==> src/rtl/uart_tx_fifo.sv <==
// ---------------------------------------------------------------------------
// uart_tx_fifo
//   UART transmitter with a small transmit FIFO in front of it. Words written
//   with t_enable are queued and sent as frames: start bit (0), DATA_W data
//   bits LSB first, optional parity bit, STOP_BITS stop bits (1). Bit timing
//   comes entirely from the baud_enable pulse; the FSM only advances on clk
//   edges where baud_enable=1.
//
// Parameters
//   DATA_W      data bits per frame (5..9)
//   FIFO_DEPTH  FIFO entries, power of two (2..16)
//   PARITY_EN   1 inserts a parity bit after the data bits
//   PARITY_ODD  1 selects odd parity, 0 even (ignored when PARITY_EN=0)
//   STOP_BITS   stop bits per frame (1 or 2)
//
// Ports
//   clk          in   clock, rising edge
//   reset        in   synchronous, active-high reset
//   baud_enable  in   one-clk pulse per bit period
//   t_enable     in   write strobe
//   data         in   word to queue, sampled when t_enable=1
//   txd          out  serial line, idles high, driven from a flop
//   tbr          out  FIFO not full
//   tx_idle      out  FSM idle and FIFO empty
//   fifo_count   out  occupied FIFO entries
//   overflow     out  sticky, set by a write attempted while full
// ---------------------------------------------------------------------------
module uart_tx_fifo #(
    parameter int DATA_W     = 8,
    parameter int FIFO_DEPTH = 4,
    parameter int PARITY_EN  = 0,
    parameter int PARITY_ODD = 0,
    parameter int STOP_BITS  = 1
) (
    input  logic                          clk,
    input  logic                          reset,
    input  logic                          baud_enable,
    input  logic                          t_enable,
    input  logic [DATA_W-1:0]             data,
    output logic                          txd,
    output logic                          tbr,
    output logic                          tx_idle,
    output logic [$clog2(FIFO_DEPTH):0]   fifo_count,
    output logic                          overflow
);

    localparam int AW  = $clog2(FIFO_DEPTH);
    localparam int CW  = AW + 1;
    localparam int BCW = $clog2(DATA_W);

    typedef enum logic [2:0] {
        S_IDLE,
        S_START,
        S_DATA,
        S_PARITY,
        S_STOP
    } state_t;

    // -----------------------------------------------------------------------
    // FIFO storage and bookkeeping
    // -----------------------------------------------------------------------
    logic [DATA_W-1:0] r_mem [FIFO_DEPTH];
    logic [AW-1:0]     r_wr_ptr;
    logic [AW-1:0]     r_rd_ptr;
    logic [CW-1:0]     r_count;
    logic              r_overflow;

    // -----------------------------------------------------------------------
    // Transmit FSM state
    // -----------------------------------------------------------------------
    state_t            r_state;
    logic [DATA_W-1:0] r_shift;
    logic [BCW-1:0]    r_bit_cnt;
    logic              r_stop_cnt;
    logic              r_parity;
    logic              r_txd;

    logic              w_full;
    logic              w_empty;
    logic [DATA_W-1:0] w_head;
    logic              w_head_parity;
    logic              w_last_stop;
    logic              w_pop;
    logic              w_push;

    assign w_full        = (r_count == CW'(FIFO_DEPTH));
    assign w_empty       = (r_count == '0);
    assign w_head        = r_mem[r_rd_ptr];
    // Parity is computed from the word as it leaves the FIFO, so a later
    // change of data cannot disturb the frame in flight.
    assign w_head_parity = (^w_head) ^ (PARITY_ODD != 0);
    assign w_last_stop   = (r_state == S_STOP) && (r_stop_cnt == 1'(STOP_BITS - 1));

    // A pop happens when the FSM starts a frame: from IDLE, or at the end of
    // the final stop bit (back-to-back frames).
    assign w_pop  = baud_enable && !w_empty && ((r_state == S_IDLE) || w_last_stop);

    // A write into a full FIFO is still accepted when a pop frees a slot on
    // the same edge; the freed slot is the one the write pointer addresses,
    // and the pop reads the old contents before the write lands.
    assign w_push = t_enable && (!w_full || w_pop);

    // -----------------------------------------------------------------------
    // FIFO memory write (no reset needed: pointers define validity)
    // -----------------------------------------------------------------------
    always_ff @(posedge clk) begin
        if (w_push) begin
            r_mem[r_wr_ptr] <= data;
        end
    end

    // -----------------------------------------------------------------------
    // FIFO pointers, occupancy and sticky overflow
    // -----------------------------------------------------------------------
    always_ff @(posedge clk) begin
        if (reset) begin
            r_wr_ptr   <= '0;
            r_rd_ptr   <= '0;
            r_count    <= '0;
            r_overflow <= 1'b0;
        end else begin
            // Pointers are AW bits wide, so they wrap modulo FIFO_DEPTH.
            if (w_push) begin
                r_wr_ptr <= r_wr_ptr + AW'(1);
            end
            if (w_pop) begin
                r_rd_ptr <= r_rd_ptr + AW'(1);
            end
            unique case ({w_push, w_pop})
                2'b10:   r_count <= r_count + CW'(1);
                2'b01:   r_count <= r_count - CW'(1);
                default: r_count <= r_count;
            endcase
            if (t_enable && !w_push) begin
                r_overflow <= 1'b1;
            end
        end
    end

    // -----------------------------------------------------------------------
    // Transmit FSM; txd is registered here so the line never glitches.
    // -----------------------------------------------------------------------
    always_ff @(posedge clk) begin
        if (reset) begin
            r_state    <= S_IDLE;
            r_shift    <= '0;
            r_bit_cnt  <= '0;
            r_stop_cnt <= 1'b0;
            r_parity   <= 1'b0;
            r_txd      <= 1'b1;
        end else if (baud_enable) begin
            unique case (r_state)
                S_IDLE: begin
                    if (w_pop) begin
                        r_shift  <= w_head;
                        r_parity <= w_head_parity;
                        r_txd    <= 1'b0;
                        r_state  <= S_START;
                    end else begin
                        r_txd    <= 1'b1;
                    end
                end

                S_START: begin
                    // Data bit 0 goes out; the shift register then presents
                    // the next bit at bit 0.
                    r_txd     <= r_shift[0];
                    r_shift   <= r_shift >> 1;
                    r_bit_cnt <= '0;
                    r_state   <= S_DATA;
                end

                S_DATA: begin
                    // r_bit_cnt is the index of the data bit currently on txd.
                    if (r_bit_cnt == BCW'(DATA_W - 1)) begin
                        if (PARITY_EN != 0) begin
                            r_txd   <= r_parity;
                            r_state <= S_PARITY;
                        end else begin
                            r_txd      <= 1'b1;
                            r_stop_cnt <= 1'b0;
                            r_state    <= S_STOP;
                        end
                    end else begin
                        r_txd     <= r_shift[0];
                        r_shift   <= r_shift >> 1;
                        r_bit_cnt <= r_bit_cnt + BCW'(1);
                    end
                end

                S_PARITY: begin
                    r_txd      <= 1'b1;
                    r_stop_cnt <= 1'b0;
                    r_state    <= S_STOP;
                end

                S_STOP: begin
                    if (w_last_stop) begin
                        if (w_pop) begin
                            r_shift  <= w_head;
                            r_parity <= w_head_parity;
                            r_txd    <= 1'b0;
                            r_state  <= S_START;
                        end else begin
                            r_txd    <= 1'b1;
                            r_state  <= S_IDLE;
                        end
                    end else begin
                        r_txd      <= 1'b1;
                        r_stop_cnt <= 1'b1;
                    end
                end

                default: begin
                    r_txd   <= 1'b1;
                    r_state <= S_IDLE;
                end
            endcase
        end
    end

    // -----------------------------------------------------------------------
    // Outputs
    // -----------------------------------------------------------------------
    assign txd        = r_txd;
    assign tbr        = !w_full;
    assign tx_idle    = (r_state == S_IDLE) && w_empty;
    assign fifo_count = r_count;
    assign overflow   = r_overflow;

endmodule

==> config.mk <==
export PLATFORM = sky130hd
export DESIGN_NAME = uart_tx_fifo
export DESIGN_NICKNAME = d
export VERILOG_FILES = /design/src/rtl/uart_tx_fifo.sv
export SDC_FILE = /design/constraint.sdc
export NUM_CORES = 1
export LEC_CHECK = 0
export CAP_MARGIN = 20
export CORE_MARGIN = 3
export CORE_UTILIZATION = 57
export DETAILED_ROUTE_END_ITERATION = 16
export PLACE_DENSITY = 0.86
export REMOVE_ABC_BUFFERS = 1
export SYNTH_ARGS = -nofsm -noshare
export SYNTH_HDL_FRONTEND = slang
export SYNTH_SLANG_ARGS = --single-unit
==> constraint.sdc <==
create_clock -name clk -period 3.4 [get_ports clk]
set_input_delay 1.02 -clock clk [delete_from_list [all_inputs] [get_ports clk]]
set_output_delay 1.02 -clock clk [all_outputs]
set_load 0.02 [all_outputs]
==> results of run 1 <==
[cell families after synthesis]
logic type / synth area share, %
flops: 58.5
buf+inv: 3.90
xor+xnor: 1.38
mux: 11.1
simple gates: 9.34
fa+ha+maj: 4.25
compound gates: 11.5
[flip-flops by register name (all words and copies together), names as in the netlist, named ones only]
| signal | flops |
|---|---|
| fifo_count | 3 |
| r_wr_ptr | 2 |
| txd | 1 |
| r_bit_cnt | 3 |
| r_state | 3 |
| r_shift | 8 |
| overflow | 1 |
| r_stop_cnt | 1 |
| r_rd_ptr | 2 |
| r_mem | 32 |
[final timing paths]
path,start,to,cells past startpoint
max reg2reg,r_state[2],fifo_count[2],11
min,overflow,overflow,2
max,baud_enable,fifo_count[2],10
min reg2reg,overflow,overflow,2
[stage by stage]
| stage | utilization [%] | power, uW | setup TNS (ns) | hold slack [ns] |
|---|---|---|---|---|
| after floorplan | - | 1440 | 0 | 0.452 |
| after global placement | 67.3 | 1640 | -0.0602 | 0.435 |
| after detailed placement | 67.3 | 1680 | -0.159 | 0.444 |
| after CTS | 72.3 | 2340 | 0 | 0.453 |
| after global routing | 72.3 | 2460 | 0 | 0.477 |
| final | 72.3 | 2330 | 0 | 0.449 |
[power groups by stage]
stage | clock network (uW) | registers (uW) | logic, uW
6_report | 661 | 962 | 708
5_1_grt | 712 | 976 | 769
4_1_cts | 670 | 963 | 709
3_5_place_dp | 0 | 977 | 706
3_3_place_gp | 0 | 965 | 673
2_1_floorplan | 0 | 970 | 466
[routing by layer]
metal	routed length (um)	share of wire (%)
met5	0	0
met4	76	1.6
met3	211	4.6
met2	2420	52
met1	1920	41
[worst max-delay path, cell delays in order]
cell             delay [ns]
clkdlybuf4s50_1        0.49
nand2b_1               0.13
or4_4                  0.51
inv_2                  0.10
ha_1                   0.17
inv_1                  0.06
fa_1                   0.40
xor2_1                 0.18
or3_1                  0.31
a21oi_1                0.14
[layout by cell type (no fill, tap or decap), types with 3 or more instances in the layout]
master	instances
mux2i_1	9
o21ai_0	6
nor2_1	12
a31oi_1	8
or3_1	3
mux4_2	8
a21oi_1	9
clkbuf_8	9
a211oi_1	7
and2_1	5
edfxtp_1	32
ha_1	7
dfxtp_1	26
clkdlybuf4s50_1	18
inv_1	11
nand2b_1	4
buf_4	9
clkinv_1	3
[layout make-up]
class                   instances  area (um^2)  area share (%)
clock buffers                   9          124            4.13
flip-flops and latches         58         1480            49.4
inverters                      12         45.0            1.50
well taps                      50         62.6            2.09
repair buffers                 27          248            8.27
clock inverters                 7         83.8            2.80
multi-input cells             112          952            31.8
[cell usage after synthesis, drive strengths merged, types with 4 or more instances]
master  instances
o21ai           6
nor2           13
ha              7
mux2i           9
a211oi          7
nand2b          4
a31oi           8
buf             4
a21oi           9
and2            5
clkbuf          7
inv            12
mux4            8
edfxtp         32
dfxtp          26
==> flow_summary.json, run 1 <==
{
  "max_slew_margin_pct": 64.2,
  "portBuffers": 18,
  "post_dp_cell_area_mm2": 0.00279,
  "clock_latency_ns": 0.33,
  "tightest_slew_ns": 0.537,
  "ys_seq_elements": 58,
  "synth-main-ff-cell": "edfxtp_1",
  "die_w_um": 72.7,
  "wl_per_cell_um": 16.8,
  "worst-endpoint-required_ns": 3.66,
  "hold_class": "reg -> reg",
  "cts_made_buffers": 9,
  "crit_fanout": 3,
  "globalRouteMet2Util_pct": 32.7,
  "final_cells": 275,
  "fin_worst_skew_ns": 0.00488,
  "fill_cells": 265,
  "timing.final.crit_period_ns": 3.24,
  "rrSetupSlack_ns": 0.80,
  "clock-sinks": 58,
  "fmaxAchievable_mhz": 309,
  "totalWireLength_um": 4620,
  "gp_congestion": 0.858,
  "place_worst_setup_slack_ns": -0.159,
  "vias": 1612,
  "die_h_um": 72.7,
  "dp.cells": 259,
  "cts_tree": "yes",
  "post_cts_resized": 0,
  "hold_viol": 0,
  "status": "completed",
  "cp.arrival_ns": 3.50,
  "yosysUniqueCellTypes": 45,
  "cts_hold_buffers": 0,
  "first_global_vias": 1675,
  "pin_count": 19,
  "p_clk_share_pct": 28.4,
  "viasPerCell": 5.86,
  "nets": 240,
  "antennaDiodeCount": 0,
  "comb_power_share_pct": 30.4,
  "area_growth_pct": 18.3,
  "grtUsageTotal_pct": 19.7,
  "drc": 0,
  "rsz0062_at_grt": "no",
  "grt_use_met1_pct": 24.0,
  "ys_top_cells_by_area": "edfxtp_1 (38%), dfxtp_1 (21%), mux4_2 (7.1%)",
  "power.leakage_uw": 0.00104,
  "drv_slew": 0,
  "syn_area_per_cell_um2": 13.1,
  "grt-ovfl-total": 0,
  "rows": 23,
  "grt_pass1_wl_um": 7790,
  "switching_share_pct": 30.6,
  "synthCells": 193,
  "cap_violations": 0,
  "cp-start-kind": "input pin",
  "drt_first_pass_iters": 4,
  "drive_gt1_share_pct": 17.3,
  "seq_area_frac_synth_pct": 58.5,
  "powerDensity_mw_per_mm2": 778,
  "final_cell_area_mm2": 0.00300,
  "synth_area_leader_cell": "edfxtp_1",
  "grt_use_met3_pct": 6.61,
  "p_int_uw": 1620,
  "yosysWarningCount": 0,
  "p_switching_uw": 713,
  "yosysTopAreaCellShare_pct": 37.9,
  "setup.worst_path.class": "in -> reg",
  "cts.clk_slew.worst_paths_ns": 0.06,
  "finalCritPeriodShare_pct": 95.3,
  "cts_buffer_depth": 2,
  "irDropWorstVdd_mv": 0.392,
  "syn_area_mm2": 0.00253,
  "grt_max_degree": 28,
  "cts_setup_buffers": 0,
  "p_seq_share_pct": 41.3,
  "synth_edf_count": 32,
  "global_route.peak_usage_layer": "met2",
  "finalSetupViolCount": 0,
  "initial_core_util_pct": 61.1,
  "grt_antenna_before_repair": 0,
  "dp_hpwl_um": 3340,
  "cts-root-buf": "clkbuf_8",
  "end_kind": "flop",
  "drt_iter0_drc": 105,
  "async_flop_share_pct": 0,
  "h-tree-depth": 3,
  "core_area_mm2": 0.00414,
  "fin_ws_ns": 0.161,
  "ant_nets": 0,
  "dieArea_mm2": 0.00528
}
Note: power is estimated with default switching activity, not from simulation.
==> inputs of run 2 (changes only) <==
- ABC_AREA: unset -> 0
- CORE_UTILIZATION: 57 -> 60
- CTS_BUF_LIST: unset -> sky130_fd_sc_hd__clkbuf_8
- PLACE_DENSITY: 0.86 -> 0.89
- SKIP_CTS_REPAIR_TIMING: unset -> 1
==> run 2 against run 1 <==
Against the previous run:
- final area down 0.71%
- die area down 4.6%
- total power down 2.5%
- core utilization up 4.9 points
- via count up 1.9%
- fmax down 1.6%
- sequential share of layout area up 0.35 points
- global-route usage up 1.5 points
- combinational power up 0.8%
- non-clock buffer count unchanged
- clock power down 9.5%
- largest power group unchanged
==> flow_summary.json, run 2 (synthesis results as in run 1) <==
{
  "status": "completed",
  "first_global_vias": 1668,
  "fill_cells": 218,
  "fmaxAchievable_mhz": 304,
  "drt_iter0_drc": 162,
  "die_w_um": 71.0,
  "hold_end": "overflow",
  "slowest_stage": "or4_4",
  "antennaDiodeCount": 0,
  "tightest_slew_ns": 0.514,
  "finalSetupViolCount": 0,
  "cts_tree": "yes",
  "irDropWorstVdd_mv": 0.405,
  "drt_first_pass_iters": 4,
  "hold_viol": 0,
  "totalWireLength_um": 4780,
  "rows": 22,
  "grt-ovfl-total": 0,
  "grtUsageTotal_pct": 21.2,
  "worst_hold_path.num_cells": 2,
  "cts_buffer_depth": 2,
  "final_cell_area_mm2": 0.00298,
  "path_cells": "clkdlybuf4s50_1 > nand2b_1 > or4_4 > inv_2 > ha_1 > inv_1 > fa_1 > xor2_1 > or3_1 > a21oi_1",
  "cts.clk_slew.worst_paths_ns": 0.06,
  "gp_congestion": 0.777,
  "powerDensity_mw_per_mm2": 764,
  "cp_slowest_stage_delay_ns": 0.52,
  "hold_class": "reg -> reg",
  "worst-endpoint-required_ns": 3.65,
  "clock-sinks": 58,
  "cts_made_buffers": 9,
  "p_total_uw": 2270,
  "wl_per_cell_um": 17.5,
  "h-tree-depth": 3,
  "largest_reg_flops": 32,
  "r2r-end": "fifo_count[2]",
  "rrSetupSlack_ns": 0.75,
  "drv_slew": 0,
  "crit_fanout": 3,
  "grt_pass1_wl_um": 8070,
  "timing.final.crit_period_ns": 3.29,
  "cp-start-kind": "input pin",
  "dp_hpwl_um": 3350,
  "regMostFlops": "r_mem",
  "dieArea_mm2": 0.00504,
  "fin_worst_skew_ns": 0.00786,
  "die_h_um": 71.0,
  "viasPerCell": 6.02,
  "cp.arrival_ns": 3.55,
  "vias": 1643,
  "drc": 0,
  "dp.cells": 257,
  "layout_commonest_cell": "edfxtp_1",
  "reg_top3": "r_mem x32, r_shift x8",
  "cap_violations": 0,
  "grt_max_degree": 24,
  "cts-root-buf": "clkbuf_8",
  "clock_latency_ns": 0.33,
  "end_kind": "flop",
  "nets": 240,
  "drive_gt1_share_pct": 17.3,
  "ant_nets": 0,
  "pin_count": 19,
  "portBuffers": 18,
  "rsz0062_at_grt": "no",
  "min_from": "overflow",
  "final_cells": 273,
  "power.leakage_uw": 0.00105,
  "core_area_mm2": 0.00385,
  "layout_common_cells": "edfxtp_1 (32), dfxtp_1 (26), clkdlybuf4s50_1 (18)",
  "final_util_pct": 77.2,
  "max_slew_margin_pct": 65.7,
  "worstReg2RegStart": "r_state[1]",
  "worstRegToRegCells": 9,
  "finalCritPeriodShare_pct": 96.8,
  "initial_core_util_pct": 65.7,
  "post_dp_cell_area_mm2": 0.00279,
  "area_growth_pct": 17.5,
  "grt_antenna_before_repair": 0,
  "setup.worst_path.class": "in -> reg"
}
## run 2: cell count changes in the layout (fill, tap and decap cells not counted), sizes merged
cell and delta:
bufinv -1, clkinvlp -1, inv +3, clkbuf +1, clkinv -2
## run 2: worst max path at each step
stage                 from             to
2_1_floorplan  baud_enable  fifo_count[2]
3_3_place_gp   baud_enable  fifo_count[2]
3_5_place_dp   baud_enable  fifo_count[2]
4_1_cts        baud_enable  fifo_count[2]
5_1_grt        baud_enable  fifo_count[2]
6_report       baud_enable  fifo_count[2]
## run 2: area by class of cell
type	count	area [um^2]	share of cell area, %
Sequential cell	58	1480	49.8
Multi-Input combinational cell	112	952	32.0
Timing Repair Buffer	27	248	8.33
Clock buffer	10	138	4.63
Tap cell	48	60.1	2.02
Clock inverter	6	51.3	1.72
Inverter	12	45.0	1.51
## run 2: worst max-delay path, delay by kind of cell
family | cells | cell delay (ns)
AND/OR/NAND/NOR | 3 | 0.98
buffers and inverters | 3 | 0.67
XOR/XNOR | 1 | 0.16
adder cells (fa/ha/maj) | 2 | 0.57
AO/OA/AOI/OAI | 1 | 0.15
## run 2: routing by layer
metal	track usage [%]	share of wire, %
met1	25.7	40
met2	33.0	51
met3	7.95	5.5
met4	11.3	3.2
met5	0	0
## run 2: power by group
group / internal (uW) / switching (uW)
clock: 348 / 251
sequential: 855 / 107
combinational: 356 / 357
## run 2: through the flow
stage / hold slack [ns] / setup TNS (ns) / worst slack (ns)
final: 0.445 / 0 / 0.107
after global routing: 0.489 / 0 / 0.0455
after CTS: 0.449 / 0 / 0.113
after detailed placement: 0.440 / -0.225 / -0.210
after global placement: 0.436 / -0.0778 / -0.0778
after floorplan: 0.452 / 0 / 0.454
